==> src/rtl/sobel_pkg.sv <==
`default_nettype none
// ============================================================================
// Module      : sobel_pkg
// Description : Shared FSM encoding and 3x3 window packing helpers for the
//               Sobel window buffer.
// Revision    : 1.0 - initial release
// ============================================================================
package sobel_pkg;

  // Frame-level controller states
  typedef enum logic [1:0] {
    ST_IDLE   = 2'd0,
    ST_STREAM = 2'd1,
    ST_DONE   = 2'd2
  } state_t;

  localparam int WIN_DIM   = 3;
  localparam int WIN_ELEMS = WIN_DIM * WIN_DIM;

  // Bit offset of window element (i,j) in the packed window bus
  // (i = row from top, j = column from left).
  function automatic int win_off(input int i, input int j, input int pix_w);
    return (WIN_DIM * i + j) * pix_w;
  endfunction

endpackage
`default_nettype wire

==> src/rtl/sobel_line_buffer.sv <==
`default_nettype none
// ============================================================================
// Module      : sobel_line_buffer
// Description : One image line of pixel storage. Combinational read at the
//               current address, synchronous write; a read and write to the
//               same address in one cycle returns the old contents.
//               Storage is intentionally not reset.
// Revision    : 1.0 - initial release
// ============================================================================
module sobel_line_buffer #(
  parameter int DEPTH  = 5,
  parameter int WIDTH  = 8,
  parameter int ADDR_W = (DEPTH > 1) ? $clog2(DEPTH) : 1
) (
  input  logic              clk,
  input  logic              we,
  input  logic [ADDR_W-1:0] addr,
  input  logic [WIDTH-1:0]  wdata,
  output logic [WIDTH-1:0]  rdata
);

  logic [WIDTH-1:0] mem [DEPTH];

  // Read-before-write: the read path sees the pre-edge contents
  assign rdata = mem[addr];

  // Store the incoming line value at the accept address
  always_ff @(posedge clk) begin
    if (we) begin
      mem[addr] <= wdata;
    end
  end

endmodule
`default_nettype wire

==> src/rtl/sobel_window_buffer.sv <==
`default_nettype none
// ============================================================================
// Module      : sobel_window_buffer
// Description : Streams a raster-order frame and emits a 3x3 pixel window
//               for every pixel with row >= 2 and col >= 2. Two line
//               buffers hold the previous two rows; a 3x3 register array
//               shifts left by one column per accepted pixel.
// Revision    : 1.0 - initial release
// ============================================================================
module sobel_window_buffer
  import sobel_pkg::*;
#(
  parameter int IMG_W = 5,
  parameter int IMG_H = 5,
  parameter int PIX_W = 8
) (
  input  logic                     clk,
  input  logic                     rst_n,
  input  logic                     start,
  input  logic                     in_valid,
  input  logic [PIX_W-1:0]         in_pixel,
  output logic                     in_ready,
  output logic                     win_valid,
  output logic [9*PIX_W-1:0]       win_data,
  output logic [$clog2(IMG_H)-1:0] win_row,
  output logic [$clog2(IMG_W)-1:0] win_col,
  output logic                     busy,
  output logic                     frame_done
);

  localparam int ROW_W = $clog2(IMG_H);
  localparam int COL_W = $clog2(IMG_W);
  localparam logic [ROW_W-1:0] ROW_LAST = ROW_W'(IMG_H - 1);
  localparam logic [COL_W-1:0] COL_LAST = COL_W'(IMG_W - 1);
  localparam logic [ROW_W-1:0] ROW_MIN  = ROW_W'(2);
  localparam logic [COL_W-1:0] COL_MIN  = COL_W'(2);

  state_t state, state_nxt;

  logic [ROW_W-1:0] row;
  logic [COL_W-1:0] col;
  logic             accept;
  logic             last_pix;
  logic             emit;

  logic [PIX_W-1:0] lb0_rd;
  logic [PIX_W-1:0] lb1_rd;

  logic [PIX_W-1:0] win_q   [WIN_DIM][WIN_DIM];
  logic [PIX_W-1:0] win_nxt [WIN_DIM][WIN_DIM];
  logic [9*PIX_W-1:0] win_flat;

  assign in_ready   = (state == ST_STREAM);
  assign busy       = (state == ST_STREAM);
  assign frame_done = (state == ST_DONE);
  assign accept     = in_valid && in_ready;
  assign last_pix   = (row == ROW_LAST) && (col == COL_LAST);
  assign emit       = accept && (row >= ROW_MIN) && (col >= COL_MIN);

  // State register
  always_ff @(posedge clk or negedge rst_n) begin
    if (!rst_n) begin
      state <= ST_IDLE;
    end else begin
      state <= state_nxt;
    end
  end

  // Next-state logic: IDLE waits for start, STREAM ends on the final pixel,
  // DONE lasts exactly one cycle
  always_comb begin
    state_nxt = state;
    case (state)
      ST_IDLE:   if (start) state_nxt = ST_STREAM;
      ST_STREAM: if (accept && last_pix) state_nxt = ST_DONE;
      ST_DONE:   state_nxt = ST_IDLE;
      default:   state_nxt = ST_IDLE;
    endcase
  end

  // Raster position of the next pixel to be accepted
  always_ff @(posedge clk or negedge rst_n) begin
    if (!rst_n) begin
      row <= '0;
      col <= '0;
    end else if (state == ST_IDLE && start) begin
      row <= '0;
      col <= '0;
    end else if (accept) begin
      if (col == COL_LAST) begin
        col <= '0;
        row <= row + 1'b1;
      end else begin
        col <= col + 1'b1;
      end
    end
  end

  // Older line: receives what the newer line held at this column
  sobel_line_buffer #(
    .DEPTH  (IMG_W),
    .WIDTH  (PIX_W),
    .ADDR_W (COL_W)
  ) u_lb1 (
    .clk   (clk),
    .we    (accept),
    .addr  (col),
    .wdata (lb0_rd),
    .rdata (lb1_rd)
  );

  // Newer line: receives the incoming pixel
  sobel_line_buffer #(
    .DEPTH  (IMG_W),
    .WIDTH  (PIX_W),
    .ADDR_W (COL_W)
  ) u_lb0 (
    .clk   (clk),
    .we    (accept),
    .addr  (col),
    .wdata (in_pixel),
    .rdata (lb0_rd)
  );

  // Window after a shift: columns move left, new right column enters
  // from the line buffers and the incoming pixel
  always_comb begin
    win_nxt = win_q;
    for (int i = 0; i < WIN_DIM; i++) begin
      win_nxt[i][0] = win_q[i][1];
      win_nxt[i][1] = win_q[i][2];
    end
    win_nxt[0][2] = lb1_rd;
    win_nxt[1][2] = lb0_rd;
    win_nxt[2][2] = in_pixel;
  end

  // Pack the shifted window onto the output bus layout
  generate
    for (genvar gi = 0; gi < WIN_DIM; gi++) begin : g_pack_row
      for (genvar gj = 0; gj < WIN_DIM; gj++) begin : g_pack_col
        assign win_flat[win_off(gi, gj, PIX_W) +: PIX_W] = win_nxt[gi][gj];
      end
    end
  endgenerate

  // Sliding window registers advance on every accepted pixel
  always_ff @(posedge clk or negedge rst_n) begin
    if (!rst_n) begin
      for (int i = 0; i < WIN_DIM; i++) begin
        for (int j = 0; j < WIN_DIM; j++) begin
          win_q[i][j] <= '0;
        end
      end
    end else if (accept) begin
      win_q <= win_nxt;
    end
  end

  // Output stage: capture the window one cycle after a qualifying accept,
  // hold it otherwise
  always_ff @(posedge clk or negedge rst_n) begin
    if (!rst_n) begin
      win_valid <= 1'b0;
      win_data  <= '0;
      win_row   <= '0;
      win_col   <= '0;
    end else begin
      win_valid <= emit;
      if (emit) begin
        win_data <= win_flat;
        win_row  <= row;
        win_col  <= col;
      end
    end
  end

endmodule
`default_nettype wire
==> config.mk <==
export PLATFORM = sky130hd
export DESIGN_NAME = sobel_window_buffer
export DESIGN_NICKNAME = d
export VERILOG_FILES = /design/src/rtl/sobel_pkg.sv /design/src/rtl/sobel_line_buffer.sv /design/src/rtl/sobel_window_buffer.sv
export SDC_FILE = /design/constraint.sdc
export NUM_CORES = 1
export LEC_CHECK = 0
export BUFFER_PORTS_ARGS = -buffer_cell sky130_fd_sc_hd__buf_2
export CAP_MARGIN = 20
export CORE_MARGIN = 5
export CORE_UTILIZATION = 51
export DETAILED_ROUTE_END_ITERATION = 7
export PLACE_DENSITY_LB_ADDON = 0.15
export SLEW_MARGIN = 15
export SYNTH_ARGS = -nofsm -noshare
export SYNTH_HDL_FRONTEND = slang
export SYNTH_SLANG_ARGS = --single-unit
==> constraint.sdc <==
create_clock -name clk -period 9.5 [get_ports clk]
set_input_delay 1.9 -clock clk [delete_from_list [all_inputs] [get_ports clk]]
set_output_delay 1.9 -clock clk [all_outputs]
set_load 0.1 [all_outputs]
==> results of run 1 <==
[cells in the mapped netlist, drive strengths merged (2+ instances only)]
| cell type | count |
|---|---|
| dfrtp | 135 |
| nand2 | 120 |
| mux2 | 81 |
| edfxtp | 80 |
| mux2i | 30 |
| buf | 25 |
| a31oi | 15 |
| clkbuf | 10 |
| nor2 | 10 |
| o221ai | 10 |
| inv | 7 |
| ha | 6 |
| nand3 | 5 |
| nor4 | 5 |
| o22a | 5 |
| a21oi | 4 |
| o31ai | 4 |
| nor2b | 3 |
| o21ai | 3 |
| a22o | 2 |
| a311oi | 2 |
| nor3 | 2 |
| or3 | 2 |
[critical path: stages]
cell and delay, ps:
buf_2 90, and3b_2 170, buf_4 560, nand3_4 640, inv_4 760, mux2_2 410
[layer usage]
layer,global-route usage,vias to the layer above,wire length [µm]
li1,-,2237,-
met1,0.229,2426,7270
met2,0.308,104,8440
met3,0.0410,31,886
met4,0.0510,0,432
met5,0,-,0
[layout by cell type (no fill, tap or decap), drive strengths merged, types with 3 or more instances in the layout]
master    n
a21oi     4
a31oi    15
buf     103
clkbuf   34
clkinv    7
dfrtp   135
edfxtp   80
ha        6
inv       7
mux2     81
mux2i    30
nand2   120
nand3     5
nor2     10
nor2b     3
nor4      5
o21ai     3
o221ai   10
o22a      5
o31ai     4
[cell type report]
type	instances	area [µm²]
clock buffers	34	647
repair buffers	103	559
flip-flops and latches	215	5780
inverters	7	28.8
multi-input cells	319	2440
clock inverters	7	36.3
fillers	1306	6640
well taps	220	275
[registers in the layout, summed over array words and instances, names as in the netlist]
name	flops
win_flat	48
u_lb1.mem	40
state	2
win_data	72
win_col	3
col	3
win_valid	1
u_lb0.mem	40
row	3
win_row	3
[worst min-delay path by stage]
stage | from | end | depth (start not counted)
5_1_grt | win_flat[49] | win_flat[49] | 2
3_3_place_gp | win_flat[52] | win_flat[52] | 2
4_1_cts | win_flat[49] | win_flat[49] | 2
6_report | win_flat[49] | win_flat[49] | 2
3_5_place_dp | win_flat[7] | win_flat[7] | 2
2_1_floorplan | win_flat[48] | win_flat[48] | 2
[per-stage QoR]
stage               std cells  utilization  worst slack [ps]
finish                    905        0.596              5300
global route              905        0.596              5110
CTS                       904        0.594              5260
detailed placement        863        0.553              4730
global placement          863        0.553              4830
floorplan                 576            -              5150
[kinds of logic after synthesis]
family	after synthesis	share of synthesized area
AO/OA/AOI/OAI	48	0.0412
AND/OR/NAND/NOR	154	0.0766
buffers and inverters	42	0.0308
multiplexers	111	0.159
adder cells (fa/ha/maj)	6	0.00888
flip-flops	215	0.684
==> metrics, run 1 <==
synth top area cells dfrtp_1 40%, edfxtp_1 28%, mux2_4 6.0%; grt ovf 0; Clock transition at path regs ~60 ps; 1st-pass router iterations 4; largest net degree at the start of global routing 72; Critical Path Sink win_data[41]; Vias/cell approximately 5.3; synthesized area 8450 µm²; relative slew slack 0.255; TritonCTS clock tree yes; Slew @ Worst Pin between 1000 and 1500 ps; global-route wire length before repair ~28 mm; num rows 47; Critical Path Sink Type flop; kind of critical path in -> reg; Setup-failing EPs final 0; post-cts sizing count 0; initial antenna violation count 0; #FFs+latches synth between 200 and 250; starting density of the core 0.515; HP Class reg -> reg; drt initial violations roughly 260; status complete, no violations; top cell type's share of synthesized area 0.400; minimum clock period 4200 ps; maximum clock frequency 238 MHz; period utilization 0.442; synthesized instance count 576; RSZ-0062 raised after global routing false; unique cell type count in the Yosys netlist 41; R2R Path End win_data[41]; hold_ws roughly 480 ps; GRT Overall Usage 0.179; root buf cell clkbuf_16; CORE AREA around 16,000 µm²; number of global-route vias before repair between 5,000 and 6,000; Placement Cell Area roughly 9100 µm²; final instance area between 9000 and 10,000 µm²; syn_area_per_cell roughly 15 µm²; Fin Setup TNS 0 ps; CTS max path bufs 3; Most used DFF post-synth dfrtp_1; H-tree depth 1; Critical path origin in_valid; # Post-CTS Setup Buffers 0; fin nets a little under 700; # clock sinks 215; Final GP Congestion approximately 0.8; Worst Skew approximately 11 ps; R2R Setup Slk 6150 ps; total clock buffers created by CTS 23; Max Cap Viol 0; port bufs between 90 and 100; Diodes inserted 0; Seq/Total Area, Yosys 0.684; syn nets 594; Post-synth EDFFs 80; Hold Fails Final Rpt 0; arrival time at the worst endpoint ~4600 ps; # hold bufs at CTS 0; Post-DRT Antenna Nets 0; clk_lat worst skew around 500 ps; RR Startpoint col[0]; layout cells sized above 1 0.291; Die Ht around 140 µm; detailed-route via count between 4,000 and 5,000; Die X about 140 µm; Critical Path RT approximately 10000 ps; Top Ports 94; Post-synth ARST share 0.628; reg2reg path depth 7; Routed WL per cell about 19 µm; DRC 0; element type at the critical path start primary input; die area between 15,000 and 20,000 µm²; Warnings, synthesis 0; area leader, netlist dfrtp_1; Synth-to-Final Area Change 15.6%; DPL Wire Length roughly 11 mm; Slew Viols, Final 0; CP max FO 65; final wirelength around 17 mm
Power of run 1 is left out: the tool's default activity adds up to more than one toggle a clock period on the data nets, which glitch-free logic cannot reach.
==> run 2, diff against run 1 <==
clock period = 3.4 ns   (was 9.5 ns; I/O delays follow)
==> run 2 against run 1 <==
Compared with the run above: sequential cell count is the same; global-route usage grew 0.16 points; count of clock-buffer cells in the layout shrank 2; worst hold slack lost 270 ps; core utilization is essentially flat; via count grew 0.81%; setup slack lost 4400 ps; cell area is essentially flat; sequential share of layout area is essentially flat.
==> metrics, run 2 (synthesized netlist as in run 1, its figures left out) <==
layout cells sized above 1 0.286; Worst Skew about 18 ps; HP Class in -> async; Die X around 140 µm; port bufs slightly above 90; Vias/cell roughly 5.3; Slew @ Worst Pin roughly 900 ps; R2R Setup Slk around 940 ps; minimum clock period 2460 ps; global-route wire length before repair between 20 and 30 mm; total clock buffers created by CTS 22; die area 19,200 µm²; fin nets about 690; number of global-route vias before repair 5,057; num rows 47; Setup-failing EPs final 0; # clock sinks 215; # Post-CTS Setup Buffers 0; RSZ-0062 raised after global routing false; Critical Path Sink Type flop; Hold Fails Final Rpt 0; Diodes inserted 0; detailed-route via count between 4,000 and 5,000; initial antenna violation count 0; drt initial violations between 200 and 250; max FFs per register 72; GRT Overall Usage 0.180; Biggest register win_data; Max Cap Viol 0; max incr delay on CP roughly 930 ps; Final GP Congestion slightly below 0.8; status complete, no violations; Routed WL per cell around 19 µm; element type at the critical path start flop; Top Ports 94; Slew Viols, Final 0; RR Startpoint col[2]; CTS max path bufs 3; post-cts sizing count 0; # hold bufs at CTS 0; Crit-path slowest cell dfrtp_1; Fin Setup TNS 0 ps; CP max FO 42; relative slew slack 0.395; Die Ht approximately 140 µm; H-tree depth 1; largest net degree at the start of global routing 74; TritonCTS clock tree yes; DPL Wire Length roughly 11 mm; reg2reg path depth 4; Post-DRT Antenna Nets 0; worst path bufs/invs 1; starting density of the core 0.515; DRC 0; Synth-to-Final Area Change 15.6%; Cell Chain, Critical Path or3_1 > nand3_4 > inv_4 > mux2_2; R2R Path End win_data[45]; grt ovf 0; cell family with most CP delay flip-flops; arrival time at the worst endpoint approximately 2800 ps; CORE AREA 16,400 µm²; root buf cell clkbuf_16; commonest non-fill, non-tap cell in the layout dfrtp_1; Clock transition at path regs roughly 60 ps; period utilization 0.724; final wirelength around 17 mm; Critical Path RT roughly 3800 ps; most frequent cells in the layout 134 x dfrtp_1, 120 x nand2_1, 92 x buf_2; 1st-pass router iterations 4; maximum clock frequency 406 MHz; kind of critical path reg -> reg; clk_lat worst skew roughly 500 ps
run 2: cell count changes in the layout (fill, tap and decap cells not counted):
cell	delta
clkinv_1	+5
clkbuf_8	-3
clkinv_2	-4
clkbuf_1	+1
clkinv_4	-1
buf_4	+5
clkinvlp_4	+1
run 2: routing by layer:
metal | part of all wire | global-route usage | vias up
met1 | 0.42 | 0.227 | 2452
met2 | 0.50 | 0.313 | 108
met3 | 0.058 | 0.0462 | 27
li1 | - | - | 2250
met5 | 0 | 0 | -
met4 | 0.019 | 0.0479 | 0
run 2: per-stage QoR:
| stage | instance area (µm²) | setup WS (ps) | cells | hold slack [ps] | util |
|---|---|---|---|---|---|
| after global routing | 9770 | 771 | 909 | 243 | 0.595 |
| final | 9770 | 937 | 909 | 208 | 0.595 |
| after global placement | 9130 | 980 | 869 | 457 | 0.556 |
| after CTS | 9770 | 916 | 909 | 217 | 0.595 |
| after detailed placement | 9130 | 917 | 869 | 464 | 0.556 |
| after floorplan | 8450 | 266 | 576 | 384 | - |
run 2: worst max path at each step:
| stage | startpoint | end | slack [ps] | depth (start not counted) |
|---|---|---|---|---|
| 6_report | col[2] | win_data[45] | 940 | 4 |
| 5_1_grt | col[2] | win_data[45] | 770 | 4 |
| 4_1_cts | col[2] | win_data[45] | 920 | 3 |
| 3_5_place_dp | col[2] | win_data[45] | 920 | 3 |
| 3_3_place_gp | col[2] | win_flat[37] | 980 | 3 |
| 2_1_floorplan | in_valid | u_lb0.mem[2][0] | 270 | 3 |
run 2: worst reg2reg max path: cells and delay by family (launching register included):
family	cells	cell delay, ps
mux	1	420
buf+inv	1	510
flops	1	930
simple gates	2	490
run 2: final cells by class:
cell class / instances / area, µm²
clock buffers: 32 / 609
clock inverters: 8 / 33.8
fillers: 1320 / 6640
inverters: 7 / 28.8
multi-input cells: 319 / 2440
flip-flops and latches: 215 / 5780
well taps: 220 / 275
repair buffers: 108 / 597
Power of run 2 is left out for the same reason.
==> run 3, diff against run 2 <==
clock period = 1.98 ns   (was 3.4 ns; I/O delays follow)
==> run 3 against run 2 <==
Compared with the run above: via count up 2.7%; die area unchanged; sequential cell count unchanged; setup slack worse by 860 ps; critical endpoint is now win_col[2]; non-clock buffer count up 23; register-to-register slack worse by 860 ps; worst hold slack worse by 37 ps.
==> metrics, run 3 (synthesized netlist as in run 1, its figures left out) <==
Top Ports 94; global-route wire length before repair between 20 and 30 mm; starting density of the core 0.515; port bufs 93; Slew Viols, Final 0; final setup margin roughly 77 ps; TritonCTS clock tree yes; fin nets just over 700; multi-input logic area between 2000 and 3000 µm²; DRC 0; final instance area about 10,000 µm²; max FFs per register about 70; Placement Cell Area between 9000 and 10,000 µm²; layout cells sized above 1 0.357; root buf cell clkbuf_16; relative slew slack 0.573; Critical Path Sink Type flop; HP Class in -> reg; CORE AREA between 15,000 and 20,000 µm²; arrival time at the worst endpoint ~2300 ps; element type at the critical path start flop; initial antenna violation count 0; CP max FO 17; period utilization 0.961; RR Startpoint col[0]; Clock transition at path regs ~60 ps; clk_lat worst skew roughly 500 ps; grt ovf 0; Worst Skew 16.8 ps; Die Ht approximately 140 µm; Cell Chain, Critical Path inv_6 > ha_4 > or3_1 > nand3_4 > buf_16 > mux2_1; largest net degree at the start of global routing 51; Routed WL per cell between 15 and 20 µm; Vias/cell 5.32; 1st-pass router iterations 4; kind of critical path reg -> reg; die area a little under 20,000 µm²; num rows 47; HP Start start; maximum clock frequency approximately 530 MHz; Synth-to-Final Area Change 22.0%; Post-DRT Antenna Nets 0; # clock sinks approximately 220; Critical path origin col[0]; total clock buffers created by CTS 23; Die X 139 µm; H-tree depth 1; most frequent cells in the layout 134 x dfrtp_1, 120 x nand2_1, 90 x buf_2; commonest non-fill, non-tap cell in the layout dfrtp_1; GRT Overall Usage 0.183; status complete, no violations; Setup-failing EPs final 0; CTS max path bufs 3; register area 5780 µm²; detailed-route via count ~5,000; worst path bufs/invs 2; Post-Place Setup Slack between 20 and 30 ps; minimum clock period ~1900 ps; Diodes inserted 0; number of global-route vias before repair between 5,000 and 6,000; Max Cap Viol 0; cell family with most CP delay simple AND/OR/NAND/NOR gates; DPL Wire Length ~11 mm; Hold Fails Final Rpt 0; max incr delay on CP 420 ps; Fill cells 1,256; RSZ-0062 raised after global routing true; final wirelength roughly 18 mm; Slew @ Worst Pin around 640 ps; Critical Path RT around 2400 ps; drt initial violations 271; Final GP Congestion around 0.77; Crit-path slowest cell dfrtp_2; Biggest register win_data
-- run 3: per-layer routing --
metal | share of wire | wire length (µm) | up-vias | GRT usage
li1 | - | - | 2296 | -
met1 | 0.44 | 7840 | 2530 | 0.253
met2 | 0.49 | 8750 | 110 | 0.306
met3 | 0.041 | 718 | 31 | 0.0297
met4 | 0.023 | 413 | 0 | 0.0505
met5 | 0 | 0 | - | 0
-- run 3: worst min-delay path, stage by stage --
cell      delay, ps
buf_2           100
nor2_1           80
a311oi_1         50
-- run 3: stage by stage --
step	utilization	cells	setup TNS, ps	hold slack, ps
5_1_grt	0.629	934	-16.9	172
4_1_cts	0.625	931	0	154
2_1_floorplan	-	576	-38590	100
3_5_place_dp	0.583	888	0	339
3_3_place_gp	0.583	888	0	338
6_report	0.629	934	0	171
-- run 3: final timing paths --
path	to	slack, ps	cells after the start
worst max-delay path	win_col[2]	80	6
worst min-delay path	state[0]	170	3
worst min register to register	win_flat[5]	480	2
max in group asynchronous	win_data[40]	1000	3
min in group asynchronous	win_data[2]	390	2
worst max register to register	win_col[2]	80	6
-- run 3: final cells by class --
class	count	share of cell area
clock buffers	34	0.0618
clock inverters	8	0.00437
inverters	7	0.00376
multi-input cells	319	0.255
flip-flops and latches	215	0.561
well taps	220	0.0267
repair buffers	131	0.0875
-- run 3: timing repair --
| item | in CTS | in global routing |
|---|---|---|
| resized for setup | 0 | 5 |
| hold buffers | 1 | 0 |
| buffers inserted | 0 | 2 |
| endpoints found under the hold margin | 34 | 0 |
| endpoints found under the setup margin | 0 | 33 |
Power of run 3 is left out for the same reason.
